### config.mk
export PLATFORM = sky130hd
export DESIGN_NAME = morse_digit_sequencer_flat
export DESIGN_NICKNAME = d
export VERILOG_FILES = /design/src/rtl/morse_digit_sequencer_if.sv /design/src/rtl/morse_digit_sequencer.sv /design/src/flat_wrapper.sv
export SDC_FILE = /design/constraint.sdc
export NUM_CORES = 1
export LEC_CHECK = 0
export ABC_AREA = 0
export CAP_MARGIN = 20
export CORE_MARGIN = 2
export CORE_UTILIZATION = 28
export DETAILED_ROUTE_END_ITERATION = 12
export DONT_BUFFER_PORTS = 1
export PLACE_DENSITY = 0.41
export SLEW_MARGIN = 20
export SYNTH_ARGS = -nofsm -noshare
export SYNTH_HDL_FRONTEND = slang
export SYNTH_SLANG_ARGS = --single-unit
### constraint.sdc
create_clock -name clk -period 3.55 [get_ports clk]
set_input_delay 0.71 -clock clk [delete_from_list [all_inputs] [get_ports clk]]
set_output_delay 0.71 -clock clk [all_outputs]
set_load 0.02 [all_outputs]
### src/rtl/morse_digit_sequencer_if.sv
// Host and encoder side signals of the Morse digit sequencer.
// slave: the sequencer itself; master: whatever drives the host pushes and models the encoder.
interface morse_digit_sequencer_if #(
  parameter int unsigned DEPTH = 8
);
  localparam int unsigned CW = $clog2(DEPTH) + 1;

  logic          push;
  logic [3:0]    push_data;
  logic          full;
  logic [CW-1:0] count;
  logic          enc_start;
  logic [3:0]    enc_digit;
  logic          enc_busy;
  logic          busy;
  logic          msg_done;
  logic          err;
  logic          clr_err;

  modport slave (
    input  push, push_data, enc_busy, clr_err,
    output full, count, enc_start, enc_digit, busy, msg_done, err
  );

  modport master (
    output push, push_data, enc_busy, clr_err,
    input  full, count, enc_start, enc_digit, busy, msg_done, err
  );
endinterface

### src/rtl/morse_digit_sequencer.sv
// Message-level sequencer for the single-digit Morse encoder: queues BCD digits and
// word spaces, dispatches digits one at a time and times inter-character/word gaps.
module morse_digit_sequencer #(
  parameter int unsigned DEPTH       = 8,
  parameter int unsigned UNIT_CYCLES = 25_000_000,
  parameter int unsigned ACK_TIMEOUT = 16
) (
  input logic clk,
  input logic rst_n,
  morse_digit_sequencer_if.slave bus
);

  localparam int unsigned AW       = $clog2(DEPTH);
  localparam int unsigned CW       = AW + 1;
  localparam int unsigned GAP_CHAR = 3 * UNIT_CYCLES;
  localparam int unsigned GAP_WORD = 4 * UNIT_CYCLES;
  localparam int unsigned GW       = $clog2(GAP_WORD + 1);
  localparam int unsigned TW       = $clog2(ACK_TIMEOUT + 1);

  localparam logic [2:0] S_IDLE      = 3'd0;
  localparam logic [2:0] S_START     = 3'd1;
  localparam logic [2:0] S_WAIT_ACK  = 3'd2;
  localparam logic [2:0] S_WAIT_DONE = 3'd3;
  localparam logic [2:0] S_GAP       = 3'd4;

  localparam logic [3:0] CODE_SPACE = 4'd15;

  logic [3:0]    mem [DEPTH];
  logic [AW-1:0] wr_ptr_q, rd_ptr_q;
  logic [CW-1:0] count_q, count_d;
  logic          full_q, full_d;

  logic [2:0]    state_q, state_d;
  logic [GW-1:0] gap_q, gap_d;
  logic [TW-1:0] timer_q, timer_d;
  logic          busy_in_q;

  logic          enc_start_q, enc_start_d;
  logic [3:0]    enc_digit_q, enc_digit_d;
  logic          msg_done_q, msg_done_d;
  logic          err_q, err_d;
  logic          busy_q, busy_d;

  logic [3:0]    head;
  logic          data_ok, push_ok, push_err, empty, pop, timeout_err;

  assign head     = mem[rd_ptr_q];
  assign empty    = (count_q == '0);
  assign data_ok  = (bus.push_data <= 4'd9) || (bus.push_data == CODE_SPACE);
  assign push_ok  = bus.push && !full_q && data_ok;
  assign push_err = bus.push && (full_q || !data_ok);

  // Next-state and next-output logic; every output is registered below.
  always_comb begin
    state_d     = state_q;
    gap_d       = gap_q;
    timer_d     = timer_q;
    pop         = 1'b0;
    timeout_err = 1'b0;
    enc_start_d = 1'b0;
    enc_digit_d = enc_digit_q;
    msg_done_d  = 1'b0;

    case (state_q)
      S_IDLE: begin
        if (!empty) pop = 1'b1;
      end
      S_START: begin
        enc_start_d = 1'b1;
        timer_d     = '0;
        state_d     = S_WAIT_ACK;
      end
      S_WAIT_ACK: begin
        if (busy_in_q) begin
          state_d = S_WAIT_DONE;
        end else if (timer_q == TW'(ACK_TIMEOUT - 1)) begin
          timeout_err = 1'b1;
          gap_d       = GW'(GAP_CHAR);
          state_d     = S_GAP;
        end else begin
          timer_d = timer_q + TW'(1);
        end
      end
      S_WAIT_DONE: begin
        if (!busy_in_q) begin
          gap_d   = GW'(GAP_CHAR);
          state_d = S_GAP;
        end
      end
      S_GAP: begin
        // <= 1 rather than == 1 so a zero count can never wrap
        if (gap_q <= GW'(1)) begin
          state_d = S_IDLE;
          if (!empty) pop = 1'b1;
          else        msg_done_d = 1'b1;
        end else begin
          gap_d = gap_q - GW'(1);
        end
      end
      default: state_d = S_IDLE;
    endcase

    // A popped item either starts the encoder or opens a word-space gap
    if (pop) begin
      enc_digit_d = head;
      if (head == CODE_SPACE) begin
        gap_d   = GW'(GAP_WORD);
        state_d = S_GAP;
      end else begin
        state_d = S_START;
      end
    end

    count_d = count_q + CW'(push_ok) - CW'(pop);
    full_d  = (count_d == CW'(DEPTH));
    busy_d  = (state_d != S_IDLE) || (count_d != '0);
    err_d   = (err_q && !bus.clr_err) || push_err || timeout_err;
  end

  // FSM, timers and registered outputs.
  always_ff @(posedge clk or negedge rst_n) begin
    if (!rst_n) begin
      state_q     <= S_IDLE;
      gap_q       <= '0;
      timer_q     <= '0;
      busy_in_q   <= 1'b0;
      count_q     <= '0;
      full_q      <= 1'b0;
      enc_start_q <= 1'b0;
      enc_digit_q <= '0;
      msg_done_q  <= 1'b0;
      err_q       <= 1'b0;
      busy_q      <= 1'b0;
    end else begin
      state_q     <= state_d;
      gap_q       <= gap_d;
      timer_q     <= timer_d;
      busy_in_q   <= bus.enc_busy;
      count_q     <= count_d;
      full_q      <= full_d;
      enc_start_q <= enc_start_d;
      enc_digit_q <= enc_digit_d;
      msg_done_q  <= msg_done_d;
      err_q       <= err_d;
      busy_q      <= busy_d;
    end
  end

  // FIFO pointers; reset empties the queue without clearing storage.
  always_ff @(posedge clk or negedge rst_n) begin
    if (!rst_n) begin
      wr_ptr_q <= '0;
      rd_ptr_q <= '0;
    end else begin
      if (push_ok) wr_ptr_q <= wr_ptr_q + AW'(1);
      if (pop)     rd_ptr_q <= rd_ptr_q + AW'(1);
    end
  end

  // FIFO storage write.
  always_ff @(posedge clk) begin
    if (push_ok) mem[wr_ptr_q] <= bus.push_data;
  end

  assign bus.full      = full_q;
  assign bus.count     = count_q;
  assign bus.enc_start = enc_start_q;
  assign bus.enc_digit = enc_digit_q;
  assign bus.busy      = busy_q;
  assign bus.msg_done  = msg_done_q;
  assign bus.err       = err_q;

endmodule

### src/flat_wrapper.sv
// flat-port wrapper written by rule: the top's interface ports become plain ports
module morse_digit_sequencer_flat 
#(
  parameter int unsigned DEPTH       = 8,
  parameter int unsigned UNIT_CYCLES = 25_000_000,
  parameter int unsigned ACK_TIMEOUT = 16
)
  (clk, rst_n, bus_push, bus_push_data, bus_enc_busy, bus_clr_err, bus_full, bus_count, bus_enc_start, bus_enc_digit, bus_busy, bus_msg_done, bus_err);
  morse_digit_sequencer_if #(.DEPTH(DEPTH)) bus_i ();
  input logic clk;
  input logic rst_n;
  input wire logic [$bits(bus_i.push)-1:0] bus_push;
  input wire logic [$bits(bus_i.push_data)-1:0] bus_push_data;
  input wire logic [$bits(bus_i.enc_busy)-1:0] bus_enc_busy;
  input wire logic [$bits(bus_i.clr_err)-1:0] bus_clr_err;
  output wire logic [$bits(bus_i.full)-1:0] bus_full;
  output wire logic [$bits(bus_i.count)-1:0] bus_count;
  output wire logic [$bits(bus_i.enc_start)-1:0] bus_enc_start;
  output wire logic [$bits(bus_i.enc_digit)-1:0] bus_enc_digit;
  output wire logic [$bits(bus_i.busy)-1:0] bus_busy;
  output wire logic [$bits(bus_i.msg_done)-1:0] bus_msg_done;
  output wire logic [$bits(bus_i.err)-1:0] bus_err;
  assign bus_i.push = bus_push;
  assign bus_i.push_data = bus_push_data;
  assign bus_i.enc_busy = bus_enc_busy;
  assign bus_i.clr_err = bus_clr_err;
  assign bus_full = bus_i.full;
  assign bus_count = bus_i.count;
  assign bus_enc_start = bus_i.enc_start;
  assign bus_enc_digit = bus_i.enc_digit;
  assign bus_busy = bus_i.busy;
  assign bus_msg_done = bus_i.msg_done;
  assign bus_err = bus_i.err;
  morse_digit_sequencer #(.DEPTH(DEPTH), .UNIT_CYCLES(UNIT_CYCLES), .ACK_TIMEOUT(ACK_TIMEOUT)) u_core (.clk(clk), .rst_n(rst_n), .bus(bus_i));
endmodule
==> flow_metrics.env, run 1 <==
export IMPL_final_max_slew_viol_count=0
export IMPL_core_sq_um=15000
export IMPL_leakage_nw=1.95
export IMPL_final_area_sq_um=5070
export IMPL_crit_type="flip-flop to flip-flop"
export IMPL_hold_violations=0
export IMPL_synth_top_cell_area_share=0.324
export IMPL_placed_cell_area_sq_um=4790
export IMPL_grt_max_degree=56
export IMPL_clkLatencyLatePin_ns=0.35
export IMPL_clk_path_buf_depth=2
export IMPL_drc_errors=0
export IMPL_finalCritPeriodShare=0.997
export IMPL_ys_warnings_count=0
export IMPL_cts_root_buf="clkbuf_16"
export IMPL_grt_pass1_wl_mm=17.1
export IMPL_cpLargestDelayFamily="simple AND/OR/NAND/NOR gates"
export IMPL_cts_sinks=87
export IMPL_cts_htree_levels=3
export IMPL_period_needed_ns=3.54
export IMPL_start_util=0.283
export IMPL_synth_seq_cells=87
export IMPL_core_rowCount=45
export IMPL_avgSynthCellArea_sq_um=11.7
export IMPL_crit_path_max_incr_delay_ns=0.54
export IMPL_cts_clk_slew_worst_paths_ns=0.07
export IMPL_wl_per_cell_microns=17.7
export IMPL_seq_area_frac_synth=0.550
export IMPL_yosysTopAreaCell="dfrtp_1"
export IMPL_ys_types=61
export IMPL_layout_drive_gt1_share=0.221
export IMPL_synth_edff_count=32
export IMPL_io_buffers=0
export IMPL_die_area_sq_um=16200
export IMPL_synthesis_area_sq_um=4250
export IMPL_ios=22
export IMPL_grt_pass1_vias=3051
export IMPL_firstDrtPassIters=4
export IMPL_cts_tree="yes"
export IMPL_yosysMostFrequentCell="dfrtp_1"
export IMPL_async_flop_share=0.632
export IMPL_first_iter_violations=166
export IMPL_cp_slowest_cell="or4_4"
export IMPL_critPathMostFrequentCell="inv_2"
export IMPL_postLayoutCoreUtil=0.337
export IMPL_grt_antenna_before_repair=0
export IMPL_die_x_microns=127
export IMPL_critPathLaunchType="flip-flop"
export IMPL_num_antenna_cells=0
export IMPL_cp_max_fo=2
export IMPL_rsz0062_at_grt="true"
export IMPL_routed_wl_mm=10.5
export IMPL_min_path_type="input pin to asynchronous set/reset pin"
export IMPL_crit_buf_inv=4
export IMPL_dp_hpwl_mm=7.30
export IMPL_ys_top_cells_by_area="dfrtp_1 (32%), edfxtp_1 (23%), mux4_2 (4.2%)"
export IMPL_routabilityCongestion=0.766
export IMPL_cp_end_kind="flip-flop"
export IMPL_grt_ovfl_total=0
export IMPL_viasPerCell=5.12
export IMPL_synth_cells=362
export IMPL_num_vias=3045
export IMPL_cts_buffers=9
export IMPL_skew_ns=0.00961
export IMPL_tns_ns=0
export IMPL_relSlewSlack=0.545
export IMPL_cts_hold_buf=0
export IMPL_cp_data_arrival_time_ns=3.73
export IMPL_max_cap_violations=0
export IMPL_area_growth_pct=19.4
export IMPL_tightest_slew_ns=0.678
export IMPL_final_setup_viol_count=0
export IMPL_final_nets=423
export IMPL_die_h_microns=127
export IMPL_synth_common_cells="dfrtp_1 (55), edfxtp_1 (32), nand2_1 (28), nor2_1 (25), o21ai_0 (17)"
export IMPL_cp_required_ns=3.74
export IMPL_ir_worst_vdd_v=0.000586
export IMPL_status="completed"
export IMPL_ant_nets=0
export IMPL_fmax_mhz=283
export IMPL_synth_ff_type="dfrtp_1"
export IMPL_powerDensity_nw_per_um2=845
export IMPL_syn_nets=383
export IMPL_grtUsageTotal=0.139
export IMPL_worstPathCellList="or4_4, or3_4, o31ai_4, o211ai_1, clkinv_2, ha_4, inv_2, ha_4, inv_2, fa_1, inv_2, or3_4, nor4b_4, nand4_1"
-- layer usage --
| layer | vias to the layer above | GRT usage | wire length [microns] |
|---|---|---|---|
| met4 | 0 | 0.0414 | 146 |
| met2 | 48 | 0.199 | 4530 |
| li1 | 1466 | - | - |
| met3 | 11 | 0.0402 | 358 |
| met1 | 1520 | 0.205 | 5470 |
| met5 | - | 0 | 0 |
-- sequential cells by signal, summed over array words and instances (netlist names) --
register              flops
u_core.mem               32
u_core.gap_q             27
u_core.timer_q            5
u_core.bus.count          4
u_core.bus.enc_digit      4
u_core.rd_ptr_q           3
u_core.state_q            3
u_core.wr_ptr_q           3
u_core.bus.busy           1
u_core.bus.enc_start      1
u_core.bus.err            1
u_core.bus.full           1
u_core.bus.msg_done       1
u_core.busy_in_q          1
-- stage by stage --
step / hold slack, ns / power, W / setup WS [ns] / instances
after detailed placement: 0.417 / 0.00339 / -0.0875 / 579
final: 0.0566 / 0.00429 / 0.0119 / 595
after CTS: 0.0403 / 0.00431 / -0.0103 / 595
after floorplan: 0.414 / 0.00275 / -0.00235 / 362
after global routing: 0.0241 / 0.00462 / -0.151 / 595
after global placement: 0.416 / 0.00338 / -0.0131 / 579
-- cells by family (layout without fill, tap and decap cells) --
group                    count (synthesis)  in the layout  share of synthesized area
buffers and inverters                   25             70                     0.0262
XOR/XNOR                                 8              8                     0.0165
adder cells (fa/ha/maj)                 12             12                     0.0371
flip-flops                              87             87                      0.550
AO/OA/AOI/OAI                           67             67                      0.111
multiplexers                            20             20                     0.0724
AND/OR/NAND/NOR                        143            143                      0.187
-- worst reg2reg max path, stage by stage, from the launching register on --
cell	delay [ns]
dfrtp_1	0.38
or4_4	0.54
or3_4	0.37
o31ai_4	0.19
o211ai_1	0.16
clkinv_2	0.11
ha_4	0.20
inv_2	0.05
ha_4	0.12
inv_2	0.03
fa_1	0.49
inv_2	0.04
or3_4	0.38
nor4b_4	0.21
nand4_1	0.11
-- cells in the final DEF (no fill, tap or decap), types with 3 or more instances in the layout --
cell type	synthesis	final
nor2b_1	3	3
and3_1	3	3
clkinv_4	0	3
or3_1	9	8
dfrtp_1	55	55
inv_2	0	3
mux4_2	8	8
a211oi_1	3	3
or4_1	6	6
nand3_1	16	16
a21oi_1	9	9
ha_1	11	9
o211ai_1	6	6
nor3_1	12	12
o311ai_0	4	4
xor2_1	4	4
nand2b_1	4	4
inv_1	13	10
buf_4	0	40
nor2_1	25	25
nand4_1	7	7
xnor2_1	4	4
mux2_2	6	6
nand2_1	28	28
nor4_1	10	10
mux2i_1	6	6
edfxtp_1	32	32
o21ai_0	17	17
clkbuf_16	0	9
-- timing repair --
action | in CTS | in global routing
pin swaps | 4 | 1
endpoints found under the setup margin | 1 | 1
gates cloned | 0 | 0
setup buffers | 0 | 0
gates resized for setup | 1 | 2
-- final timing paths --
| check | start | endpoint | slack (ns) | cells after the start |
|---|---|---|---|---|
| min | rst_n | u_core.gap_q[16] | 0.06 | 0 |
| min reg2reg | u_core.timer_q[4] | u_core.timer_q[4] | 0.51 | 2 |
| max | u_core.gap_q[25] | u_core.bus.busy | 0.01 | 14 |
| min in group clk | bus_enc_busy | u_core.busy_in_q | 0.38 | 0 |
| max reg2reg | u_core.gap_q[25] | u_core.bus.busy | 0.01 | 14 |
| max in group asynchronous | rst_n | u_core.gap_q[17] | 3.37 | 0 |
-- where the power goes --
part,leakage [nW],total (W),internal (W),switching (W)
Combinational,0.851,0.00176,0.000801,0.000962
Sequential,0.965,0.00162,0.00131,0.000313
Clock,0.137,0.000901,0.000480,0.000421
-- cell type report --
class / instances / area, sq um
Clock inverter: 6 / 46.3
Multi-Input combinational cell: 250 / 1870
Fill cell: 1477 / 9960
Tap cell: 188 / 235
Timing Repair Buffer: 40 / 300
Sequential cell: 87 / 2340
Clock buffer: 10 / 229
Inverter: 14 / 53.8
No activity file was read; power rests on OpenSTA's default activity.
==> run 2, diff against run 1 <==
--- a/config.mk
+++ b/config.mk
@@ -5,13 +5,12 @@
 export SDC_FILE = /design/constraint.sdc
 export NUM_CORES = 1
 export LEC_CHECK = 0
-export ABC_AREA = 0
+export ABC_AREA = 1
 export CAP_MARGIN = 20
-export CORE_MARGIN = 2
 export CORE_UTILIZATION = 28
 export DETAILED_ROUTE_END_ITERATION = 12
 export DONT_BUFFER_PORTS = 1
-export PLACE_DENSITY = 0.41
+export PLACE_DENSITY = 0.39
 export SLEW_MARGIN = 20
 export SYNTH_ARGS = -nofsm -noshare
 export SYNTH_HDL_FRONTEND = slang
==> constraint.sdc (replaced) <==
create_clock -name clk -period 3.8 [get_ports clk]
set_input_delay 0.76 -clock clk [delete_from_list [all_inputs] [get_ports clk]]
set_output_delay 0.76 -clock clk [all_outputs]
set_load 0.02 [all_outputs]
==> run 2 against run 1 <==
  * Synthesized cell count rose by 81%
  * Final cell count rose by 49%
  * Fmax rose by 5.3%
  * Setup slack improved by 0.43 ns
  * Via count rose by 37%
  * Hold slack improved by 0.040 ns
  * Die area rose by 14%
  * First-iteration DRC count rose by 86%
  * Register-to-register slack improved by 0.43 ns
  * Largest cell class unchanged
  * Flip-flop and latch count did not move
  * Power rose by 9.0%
  * Combinational power rose by 23%
==> flow_metrics.env, run 2 <==
export IMPL_cts_hold_buf=0
export IMPL_grt_pass1_vias=3970
export IMPL_yosysTopAreaCell="dfrtp_1"
export IMPL_final_setup_viol_count=0
export IMPL_hold_violations=0
export IMPL_area_growth_pct=9.78
export IMPL_synth_cells=655
export IMPL_clkLatencyLatePin_ns=0.35
export IMPL_synth_xor_area_share=0.0244
export IMPL_core_rowCount=48
export IMPL_synthSimpleGateAreaFrac=0.339
export IMPL_crit_type="flip-flop to flip-flop"
export IMPL_final_max_slew_viol_count=0
export IMPL_start_util=0.289
export IMPL_reg_top3="u_core.mem: 32 flops, u_core.gap_q: 27 flops, u_core.timer_q: 5 flops"
export IMPL_synth_edff_count=32
export IMPL_synth_top_family_by_area="simple AND/OR/NAND/NOR gates"
export IMPL_ys_types=38
export IMPL_grt_ovfl_total=0
export IMPL_routed_wl_mm=13.8
export IMPL_synthesis_area_sq_um=5030
export IMPL_ys_top_cells_by_area="dfrtp_1 (27%), edfxtp_1 (19%), nand2_1 (14%)"
export IMPL_firstDrtPassIters=4
export IMPL_fill_cells=1871
export IMPL_pwr_share_clk=0.184
export IMPL_ant_nets=0
export IMPL_yosys_area_share_adder=0.0314
export IMPL_ys_warnings_count=0
export IMPL_cp_required_ns=4.04
export IMPL_leakage_nw=2.64
export IMPL_share_comb_of_total_power=0.463
export IMPL_cts_buffers=9
export IMPL_seq_area_frac_synth=0.465
export IMPL_synth_seq_cells=87
export IMPL_synth_common_cells="nand2_1 (187), nor2_1 (102), inv_1 (83), dfrtp_1 (55), nand3_1 (51)"
export IMPL_intPower_w=0.00241
export IMPL_critPathLaunchType="flip-flop"
export IMPL_grt_antenna_before_repair=0
export IMPL_postCtsSetupBuffers=0
export IMPL_max_cap_violations=0
export IMPL_powerDensity_nw_per_um2=847
export IMPL_swShare=0.484
export IMPL_mostFrequentLayoutCells="nand2_1 (187), nor2_1 (102), inv_1 (83)"
export IMPL_skew_ns=0.00774
export IMPL_cts_sinks=87
export IMPL_finalCritPeriodShare=0.885
export IMPL_io_buffers=0
export IMPL_cts_clk_slew_worst_paths_ns=0.07
export IMPL_synth_compound_area_frac=0.0562
export IMPL_largest_register="u_core.mem"
export IMPL_die_h_microns=136
export IMPL_hold_slack_ns=0.0961
export IMPL_async_flop_share=0.632
export IMPL_avgSynthCellArea_sq_um=7.68
export IMPL_switching_power_w=0.00226
export IMPL_core_sq_um=17400
export IMPL_grtUsageTotal=0.165
export IMPL_fmax_mhz=298
export IMPL_final_area_sq_um=5520
export IMPL_ir_worst_vdd_v=0.000407
export IMPL_placed_cell_area_sq_um=5240
export IMPL_cts_htree_levels=3
export IMPL_dp_slack_ns=0.404
export IMPL_muxShareOfSynthArea=0
export IMPL_syn_nets=676
export IMPL_drc_errors=0
export IMPL_cts_resized=0
export IMPL_num_vias=4184
export IMPL_synth_top_cell_area_share=0.274
export IMPL_first_iter_violations=308
export IMPL_layout_drive_gt1_share=0.0755
export IMPL_routabilityCongestion=0.849
export IMPL_min_path_type="input pin to asynchronous set/reset pin"
export IMPL_status="completed"
export IMPL_worst_slack_ns=0.439
export IMPL_clk_path_buf_depth=2
export IMPL_relSlewSlack=0.507
export IMPL_cp_end_kind="flip-flop"
export IMPL_largest_reg_flops=32
export IMPL_grt_pass1_wl_mm=22.7
export IMPL_num_antenna_cells=0
export IMPL_viasPerCell=4.72
export IMPL_grt_max_degree=56
export IMPL_seq_power_share=0.353
export IMPL_period_needed_ns=3.36
export IMPL_ios=22
export IMPL_tns_ns=0
export IMPL_final_nets=678
export IMPL_final_common_cell="nand2_1"
export IMPL_synth_ff_type="dfrtp_1"
export IMPL_tightest_slew_ns=0.740
export IMPL_wl_per_cell_microns=15.5
export IMPL_cp_data_arrival_time_ns=3.60
export IMPL_cp_max_fo=9
export IMPL_cts_root_buf="clkbuf_16"
export IMPL_cts_tree="yes"
export IMPL_dp_hpwl_mm=10.0
export IMPL_die_area_sq_um=18500
export IMPL_die_x_microns=136
export IMPL_rsz0062_at_grt="false"
export IMPL_postLayoutCoreUtil=0.317
export IMPL_yosysMostFrequentCell="nand2_1"
## run 2: area by class of cell
cell class              instances  area [sq um]  share of cell area
flip-flops and latches         87          2340               0.423
repair buffers                  2          15.0             0.00272
inverters                      88           335              0.0608
clock inverters                 7          55.1             0.00998
well taps                     225           282              0.0510
multi-input cells             469          2270               0.411
clock buffers                   9           225              0.0408
## run 2: worst paths after layout
| check | start | end | slack, ns | cells past startpoint |
|---|---|---|---|---|
| min in group clk | bus_enc_busy | u_core.busy_in_q | 0.43 | 0 |
| max in group asynchronous | rst_n | u_core.gap_q[18] | 3.58 | 0 |
| worst min-delay path | rst_n | u_core.bus.err | 0.1 | 0 |
| worst max register to register | u_core.gap_q[9] | u_core.bus.busy | 0.44 | 20 |
| worst max-delay path | u_core.gap_q[9] | u_core.bus.busy | 0.44 | 20 |
| worst min register to register | u_core.state_q[1] | u_core.bus.enc_start | 0.52 | 1 |
## run 2: worst max-delay path: stages, from the launching register on
cell and delay, ns:
dfrtp_1 0.44, nor2_2 0.20, nand2_2 0.08, nor2_2 0.22, nand2_2 0.08, inv_1 0.06, nand2_1 0.08, nand3_2 0.12
nand2_4 0.12, clkinv_4 0.11, ha_1 0.23, inv_1 0.06, ha_1 0.16, inv_1 0.05, fa_1 0.47, inv_1 0.05
or3_1 0.38, nor2_1 0.11, nand3_1 0.08, nor2_1 0.09, nand2_1 0.05
## run 2: stage by stage
| step | power [W] | cells |
|---|---|---|
| after floorplan | 0.00327 | 655 |
| after global routing | 0.00514 | 887 |
| after detailed placement | 0.00383 | 871 |
| final | 0.00467 | 887 |
| after global placement | 0.00383 | 871 |
| after CTS | 0.00472 | 887 |
## run 2: cells by family (layout without fill, tap and decap cells)
kind of cell	Yosys count	after routing
fa+ha+maj	12	12
flops	87	87
buf+inv	99	106
simple gates	393	393
xor+xnor	14	14
compound gates	50	50
## run 2: power by group through the flow
| stage | clock (W) | sequential, W | combinational (W) |
|---|---|---|---|
| CTS | 0.000888 | 0.00165 | 0.00218 |
| global route | 0.000927 | 0.00171 | 0.00250 |
| detailed placement | 0 | 0.00167 | 0.00216 |
| finish | 0.000857 | 0.00165 | 0.00216 |
| floorplan | 0 | 0.00153 | 0.00174 |
| global placement | 0 | 0.00167 | 0.00216 |
## run 2: per-layer routing
layer  GRT usage  part of all wire
met2       0.242              0.43
met4      0.0519             0.014
met3      0.0295             0.033
met5           0                 0
met1       0.243              0.52
